## config.mk

```make
export PLATFORM = sky130hd
export DESIGN_NAME = mem_stage
export DESIGN_NICKNAME = d
export VERILOG_FILES = /design/src/rtl/rv32i_types_pkg.sv /design/src/rtl/mem_stage.sv
export SDC_FILE = /design/constraint.sdc
export NUM_CORES = 1
export LEC_CHECK = 0
export CAP_MARGIN = 10
export CORE_UTILIZATION = 40
export DETAILED_ROUTE_END_ITERATION = 7
export DONT_BUFFER_PORTS = 1
export GPL_TIMING_DRIVEN = 0
export PLACE_DENSITY = 0.58
export SLEW_MARGIN = 30
export SYNTH_ARGS = -nofsm -noshare
export SYNTH_HDL_FRONTEND = slang
export SYNTH_SLANG_ARGS = --single-unit
export TNS_END_PERCENT = 1
```

## constraint.sdc

```tcl
create_clock -name clk -period 7.62 [get_ports clk]
set_clock_uncertainty 0.2 [all_clocks]
set_input_delay 0.762 -clock clk [delete_from_list [all_inputs] [get_ports clk]]
set_output_delay 0.762 -clock clk [all_outputs]
set_load 0.05 [all_outputs]
```

## src/rtl/rv32i_types_pkg.sv

```systemverilog
// Shared RV32I pipeline types: the control word carried down the pipeline
// and the MEM-stage access state encoding.
package rv32i_types_pkg;

    typedef struct packed {
        logic [6:0] opcode;
        logic [2:0] funct3;
        logic       mem_read;
        logic       mem_write;
        logic       load_regfile;
        logic [4:0] rd;
    } rv32i_control_word;

    typedef enum logic [1:0] {
        ST_IDLE = 2'd0,
        ST_BUSY = 2'd1,
        ST_DONE = 2'd2
    } mem_state_e;

endpackage

```

## src/rtl/mem_stage.sv

```systemverilog
// MEM stage of the RV32I pipeline: issues registered data-memory requests,
// stalls while an access is outstanding, and owns the MEM/WB register.
module mem_stage
    import rv32i_types_pkg::*;
(
    input  logic              clk,
    input  logic              rst,
    input  logic              MEM_valid_in,
    input  rv32i_control_word MEM_ctrl_in,
    input  logic [31:0]       MEM_alu_in,
    input  logic [31:0]       MEM_rs2_in,
    input  logic [31:0]       MEM_u_imm_in,
    input  logic              pipe_stall_in,
    output logic [31:0]       dmem_address,
    output logic              dmem_read,
    output logic              dmem_write,
    output logic [3:0]        dmem_mbe,
    output logic [31:0]       dmem_wdata,
    input  logic [31:0]       dmem_rdata,
    input  logic              dmem_resp,
    output logic              MEM_stall_out,
    output logic              WB_valid_out,
    output rv32i_control_word WB_ctrl_out,
    output logic [31:0]       WB_alu_out,
    output logic [31:0]       WB_mem_out,
    output logic [31:0]       WB_u_imm_out
);

    mem_state_e  state_q;
    logic [31:0] rdata_q;
    logic        memop;
    logic [1:0]  off;
    logic [3:0]  mbe_d;
    logic [31:0] wdata_d;
    logic [7:0]  byte_sel;
    logic [15:0] half_sel;
    logic [31:0] load_d;

    assign memop = MEM_valid_in & (MEM_ctrl_in.mem_read | MEM_ctrl_in.mem_write);
    assign off   = MEM_alu_in[1:0];

    assign MEM_stall_out = ~rst & (((state_q == ST_IDLE) & memop) | (state_q == ST_BUSY));

    // Store lane placement; unknown store widths behave as sw.
    always_comb begin
        mbe_d   = 4'b1111;
        wdata_d = MEM_rs2_in;
        if (MEM_ctrl_in.mem_write) begin
            case (MEM_ctrl_in.funct3)
                3'b000: begin
                    mbe_d   = 4'b0001 << off;
                    wdata_d = {4{MEM_rs2_in[7:0]}};
                end
                3'b001: begin
                    mbe_d   = 4'b0011 << {off[1], 1'b0};
                    wdata_d = {2{MEM_rs2_in[15:0]}};
                end
                default: begin
                    mbe_d   = 4'b1111;
                    wdata_d = MEM_rs2_in;
                end
            endcase
        end
    end

    always_comb begin
        byte_sel = rdata_q[7:0];
        case (off)
            2'd0: byte_sel = rdata_q[7:0];
            2'd1: byte_sel = rdata_q[15:8];
            2'd2: byte_sel = rdata_q[23:16];
            2'd3: byte_sel = rdata_q[31:24];
            default: byte_sel = rdata_q[7:0];
        endcase
        half_sel = off[1] ? rdata_q[31:16] : rdata_q[15:0];
        load_d   = 32'd0;
        if (MEM_ctrl_in.mem_read) begin
            case (MEM_ctrl_in.funct3)
                3'b000:  load_d = {{24{byte_sel[7]}}, byte_sel};
                3'b100:  load_d = {24'd0, byte_sel};
                3'b001:  load_d = {{16{half_sel[15]}}, half_sel};
                3'b101:  load_d = {16'd0, half_sel};
                default: load_d = rdata_q;
            endcase
        end
    end

    // Access FSM; request outputs are registered and frozen while BUSY.
    always_ff @(posedge clk or posedge rst) begin
        if (rst) begin
            state_q      <= ST_IDLE;
            dmem_read    <= 1'b0;
            dmem_write   <= 1'b0;
            dmem_mbe     <= 4'd0;
            dmem_wdata   <= 32'd0;
            dmem_address <= 32'd0;
            rdata_q      <= 32'd0;
        end else begin
            case (state_q)
                ST_IDLE: begin
                    if (memop) begin
                        state_q      <= ST_BUSY;
                        dmem_read    <= MEM_ctrl_in.mem_read;
                        dmem_write   <= MEM_ctrl_in.mem_write;
                        dmem_mbe     <= mbe_d;
                        dmem_wdata   <= wdata_d;
                        dmem_address <= {MEM_alu_in[31:2], 2'b00};
                    end
                end
                ST_BUSY: begin
                    if (dmem_resp) begin
                        state_q    <= ST_DONE;
                        rdata_q    <= dmem_rdata;
                        dmem_read  <= 1'b0;
                        dmem_write <= 1'b0;
                    end
                end
                ST_DONE: begin
                    if (!pipe_stall_in) state_q <= ST_IDLE;
                end
                default: state_q <= ST_IDLE;
            endcase
        end
    end

    always_ff @(posedge clk or posedge rst) begin
        if (rst) begin
            WB_valid_out <= 1'b0;
            WB_ctrl_out  <= '0;
            WB_alu_out   <= 32'd0;
            WB_mem_out   <= 32'd0;
            WB_u_imm_out <= 32'd0;
        end else if (!pipe_stall_in) begin
            if (MEM_stall_out) begin
                WB_valid_out <= 1'b0;
            end else begin
                WB_valid_out <= MEM_valid_in;
                WB_ctrl_out  <= MEM_ctrl_in;
                WB_alu_out   <= MEM_alu_in;
                WB_mem_out   <= load_d;
                WB_u_imm_out <= MEM_u_imm_in;
            end
        end
    end

endmodule
```

# Word-level counts from Yosys, hierarchy flattened

Cells that the tools add are included.

Flip-flop bits (word level): 217
Latch bits: 0
Bits in writable memories: 0
Memory bits (read-only): 0
Input port bits: 151
Word-level logic and storage cells: 65
Memories: 0

Add/subtract/negate cells: 0
Multiply operators: 0
Divide/modulo/power cells: 0
Magnitude comparators: 0
Equality and inequality tests: 11
Shifts and indexed selects: 2
Mux-type cells: 18
Bitwise operators: 8
Reduce and logical (&&, ||, !) cells: 9

Operators by type and width:

| cell                                                 | count |
|---|---|
| one-hot mux 32 bit (4 select lines)                  | 1 |
| 2-to-1 mux 32 bit                                    | 2 |
| one-hot mux 32 bit (2 select lines)                  | 1 |
| one-hot mux 8 bit (4 select lines)                   | 1 |
| 2-to-1 mux 16 bit                                    | 1 |
| one-hot mux 4 bit (2 select lines)                   | 1 |
| equality test 2 bit (second input constant)          | 3 |
| equality test 3 bit (second input constant)          | 2 |
| 2-to-1 mux 2 bit                                     | 3 |
| != test 2 bit (second input constant)                | 3 |
| one-hot mux 2 bit (3 select lines)                   | 1 |
| AND reduction 2 bit                                  | 3 |
| AND reduction 3 bit                                  | 2 |
| equality test 2 x 1 -> 1 bit (second input constant) | 2 |
| zero test 2 bit                                      | 2 |
| 2-to-1 mux 1 bit                                     | 4 |
| 2-to-1 mux 4 bit                                     | 1 |
| one-hot mux 1 bit (2 select lines)                   | 2 |
| left shift 1 x 2 -> 4 bit (first input constant)     | 1 |
| left shift 2 x 2 -> 4 bit (first input constant)     | 1 |
| bitwise AND 1 bit                                    | 3 |
| equality test 3 x 1 -> 1 bit (second input constant) | 1 |
| zero test 3 bit                                      | 1 |
| NOT 1 bit                                            | 3 |
| 2 further kinds                                      | 3 |

# Depth between registers and ports, before layout

Depth after elaboration: 7
Depth in mapped cells: 7
Depth with buffers taken out: 4

# Worst setup path after synthesis

OpenSTA, ideal clock, no wires.

Path kind: input-to-output
Start: input port MEM_ctrl_in[7] (netlist bit)
End: output port MEM_stall_out
Data arrival time: 1.713 ns
Slack: 4.945 ns
Stages: 3
Path buffers: 1
Cells stage by stage: o21ai_1 > a211oi_2 > clkbuf_1

Longest elaborated chain between the ends: 5

RTL lines:

| element            | line            | source |
|---|---|---|
| start: declaration | mem_stage.sv:9  | `input rv32i_control_word MEM_ctrl_in,` |
| OR 1 bit           | mem_stage.sv:39 | `assign memop = MEM_valid_in & (MEM_ctrl_in.mem_read \| MEM_ctrl_in.mem_write);` |
| bitwise AND 1 bit  | mem_stage.sv:39 |  |
| bitwise AND 1 bit  | mem_stage.sv:42 | `assign MEM_stall_out = ~rst & (((state_q == ST_IDLE) & memop) \| (state_q == ST_BUSY));` |
| OR 1 bit           | mem_stage.sv:42 |  |
| bitwise AND 1 bit  | mem_stage.sv:42 |  |
| end: declaration   | mem_stage.sv:21 | `output logic MEM_stall_out,` |

Every way passes these cells.

# Final worst setup path

Start: register state_q[0]
End: output port MEM_stall_out

Longest elaborated chain between the ends: 4

RTL lines:

| element                  | line             | source |
|---|---|---|
| start: declaration       | mem_stage.sv:29  | `mem_state_e state_q;` |
| start signal: assignment | mem_stage.sv:91  | `state_q <= ST_IDLE;` |
| start signal: assignment | mem_stage.sv:102 | `state_q <= ST_BUSY;` |
| start signal: assignment | mem_stage.sv:112 | `state_q <= ST_DONE;` |
| zero test 2 bit          | mem_stage.sv:42  |  |
| bitwise AND 1 bit        | mem_stage.sv:42  |  |
| OR 1 bit *               | mem_stage.sv:42  |  |
| bitwise AND 1 bit *      | mem_stage.sv:42  |  |

Mark *: on every way between the ends. The rest lies on a longest branch, timed or not.

==> run_results.csv <==
group,metric,value,unit
yosys,yosysWarnings,0,
yosys,async_reset_ff_frac,1.000,
yosys,synth_top_cell_area_share,0.6066,
cts,cts_num_sinks,217,
yosys,syn_inst,661,
cts,post_cts_buffers,0,
drt,ant_nets,0,
timing,worst_slew_pin_slew,0.9419,ns
critical_path,required,6.66,ns
placement,port_buffers,0,
critical_path,end_kind,"output pin",
drt,wire_per_inst,24.25,um
run_status,status,"finished, final reports clean",
drt,routed_wl,23.87,mm
yosys,yosys-top-cells-count,"dfrtp_1, mux2_2, o21ai_0, mux2_1, nand2_1",
critical_path,cp_max_fo,10,
timing,fin_ws,4.613,ns
power,power_density,491.3,nW/um^2
critical_path,critical-path-slowest-cell,"clkbuf_1",
critical_path,critPathLaunchType,"register",
yosys,synth_area_per_cell,13.54,um^2
die,die_h,151.6,um
power,p_total,4.989,mW
grt,grt_max_degree,96,
timing,hold_violations,0,
cts,h-tree-depth,1,
drt,viasPerCell,5.718,
timing,max_freq,332.5,MHz
critical_path,crit_chain,"inv_1, a211oi_2, clkbuf_1",
die,ios,337,
cells_and_area,stdcell_area,10150,um^2
placement,pre_cts_ws,4.764,ns
placement,place.gp.congestion,0.8763,
cells_and_area,drive_above_1_share,0.2674,
cts,clk_latency,0.51,ns
grt,use_met2,0.3553,
yosys,synth_area_leader_cell,"dfrtp_1",
grt,grtUsageMet3,0.06138,
yosys,synth-seq-cells,217,
timing,hold_slack,0.1226,ns
yosys,yosysMostFrequentCell,"dfrtp_1",
cts,clock-root-buffer,"clkbuf_16",
grt,grt_usage,0.2054,
yosys,synth_edf_count,0,
yosys,synthFlopType,"dfrtp_1",
cells_and_area,fillers,1953,
grt,grt-ovfl-total,0,
yosys,yosysSeqAreaShare,0.6066,
timing,min_period,3.007,ns
die,coreArea,21890,um^2
critical_path,ff2ff_setup_slack,5.41,ns
cells_and_area,syn_to_final_growth,13.42,%
critical_path,arrival,2.05,ns
cts,cts-resized-gates,0,
yosys,synthTopCellsByArea,"dfrtp_1, mux2_2, mux2_1",
cells_and_area,nNetsFinal,841,
placement,place_inst,944,
cts,clk_path_buf_depth,3,
drt,drc,0,
timing,slew_headroom,0.3721,
timing,timing.final.crit_share,0.3947,
critical_path,crit_type,"register to output pin",
cells_and_area,fin_cells,984,
min_path,min_path_type,"input pin to register",
critical_path,cpPeakStageDelay,0.75,ns
grt,grt_pass1_vias,5995,
grt,antenna_found_initial,1,
timing,setup_viol,0,
cts,cts_tree,"yes",
cts,clk_pin_slew_worst_paths,0.06,ns
yosys,synthDistinctLibCells,44,
timing,slew_violations,0,
placement,dp_hpwl,18.15,mm
die,initial_core_util,0.4090,
drt,drt_pre_antenna_iters,4,
die,dieArea,22980,um^2
flow_run,drv_cap,0,
die,die_x,151.6,um
power,p_leak,4.352,nW
die,fp-row-count,54,
grt,grt_first_pass_wirelength,35.79,mm
power,ir_drop,0.0002658,V
placement,dpl_cell_area,9369,um^2
grt,met1_usage,0.2400,
cts,numCtsBuffers,23,
timing,rsz0062_at_grt,"false",
grt,grt.busiest_layer,"met2",
drt,num_vias,5627,
drt,first_iter_violations,156,
yosys,syn_area,8952,um^2
[cell usage in the layout, fill, tap and decap left out, types with 2 or more instances in the layout]
master     instances
dfrtp_1          217
mux2_2           111
o21ai_0           46
mux2_1            40
nand2_1           29
or3_1             23
clkbuf_16         23
buf_2             21
mux2i_1           18
clkbuf_1          16
a221o_1           16
nor2_1            15
a21oi_1           15
o2bb2ai_1         10
o31ai_1            9
inv_1              8
clkbuf_8           8
buf_6              7
a31oi_1            7
a32o_1             7
o211ai_1           6
and2_1             4
a211oi_1           4
nor2b_1            3
buf_1              3
nand3_1            3
buf_4              3
o22ai_1            2
nor2_2             2
conb_1             2
bufinv_16          2
clkinv_2           2
buf_16             2
[power by group]
| part | switching (mW) | internal (mW) | total, mW |
|---|---|---|---|
| clock | 0.447 | 0.694 | 1.14 |
| combinational | 0.325 | 0.389 | 0.714 |
| sequential | 1.58 | 1.55 | 3.13 |
| total | 2.35 | 2.64 | 4.99 |
[kinds of logic (layout without fill, tap and decap cells)]
family	Yosys count	in the layout	synth area share
other	1	3	0.0004189
multiplexers	170	170	0.2116
AND/OR/NAND/NOR	86	86	0.04766
flip-flops	217	217	0.6066
buffers and inverters	58	99	0.03438
AO/OA/AOI/OAI	129	129	0.09937
[path summary, 6_finish.rpt]
kind | endpoint | cells after the start | start
worst max-delay path | MEM_stall_out | 3 | state_q[0]$_DFFE_PP0P_
min in group asynchronous | state_q[1]$_DFFE_PP0P_ | 2 | rst
worst min register to register | rdata_q[5]$_DFFE_PP0P_ | 1 | rdata_q[5]$_DFFE_PP0P_
worst min-delay path | state_q[0]$_DFFE_PP0P_ | 1 | dmem_resp
worst max register to register | WB_mem_out[11]$_DFFE_PP0P_ | 5 | state_q[0]$_DFFE_PP0P_
max in group asynchronous | dmem_address[5]$_DFFE_PP0P_ | 4 | rst
[stage by stage]
| step | utilization | setup TNS (ns) |
|---|---|---|
| detailed placement | 0.4280 | 0 |
| floorplan | - | 0 |
| global placement | 0.4251 | -235.12 |
| CTS | 0.4637 | 0 |
| finish | 0.4638 | 0 |
| global route | 0.4638 | 0 |
[state kept, by name, indices dropped and copies added (netlist names)]
| register | cells |
|---|---|
| WB_alu_out | 32 |
| WB_mem_out | 32 |
| WB_u_imm_out | 32 |
| dmem_wdata | 32 |
| rdata_q | 32 |
| dmem_address | 30 |
| WB_ctrl_out | 18 |
| dmem_mbe | 4 |
| state_q | 2 |
| WB_valid_out | 1 |
| dmem_read | 1 |
| dmem_write | 1 |
[what timing repair did]
| action | CTS | global route |
|---|---|---|
| setup endpoints to repair | 0 | 0 |
| hold buffers | 1 | 0 |
| hold endpoints to repair | 51 | 0 |
[area by class of cell]
cell class / instances / area (um^2) / area share
sequential: 217 / 5430 / 0.5348
timing repair buffer: 3 / 65.06 / 0.006408
clock buffer: 33 / 693.2 / 0.06827
clock inverter: 5 / 78.83 / 0.007763
tap: 280 / 350.3 / 0.03450
buffer: 48 / 270.3 / 0.02662
antenna: 1 / 2.502 / 0.0002465
inverter: 10 / 45.04 / 0.004436
multi-input combinational: 387 / 3218 / 0.3169
[layer usage]
metal | share of wire | wire length (um)
met5 | 0 | 0
met4 | 0.035 | 839
met3 | 0.086 | 2051
met2 | 0.50 | 12030
met1 | 0.37 | 8943
[critical path: cells and delay by family (launching register included)]
| kind | cells | cell delay, ns |
|---|---|---|
| buffers and inverters | 2 | 0.83 |
| DFF | 1 | 0.41 |
| AOI/OAI and AO/OA | 1 | 0.28 |
Note: power is estimated with default switching activity, not from simulation.
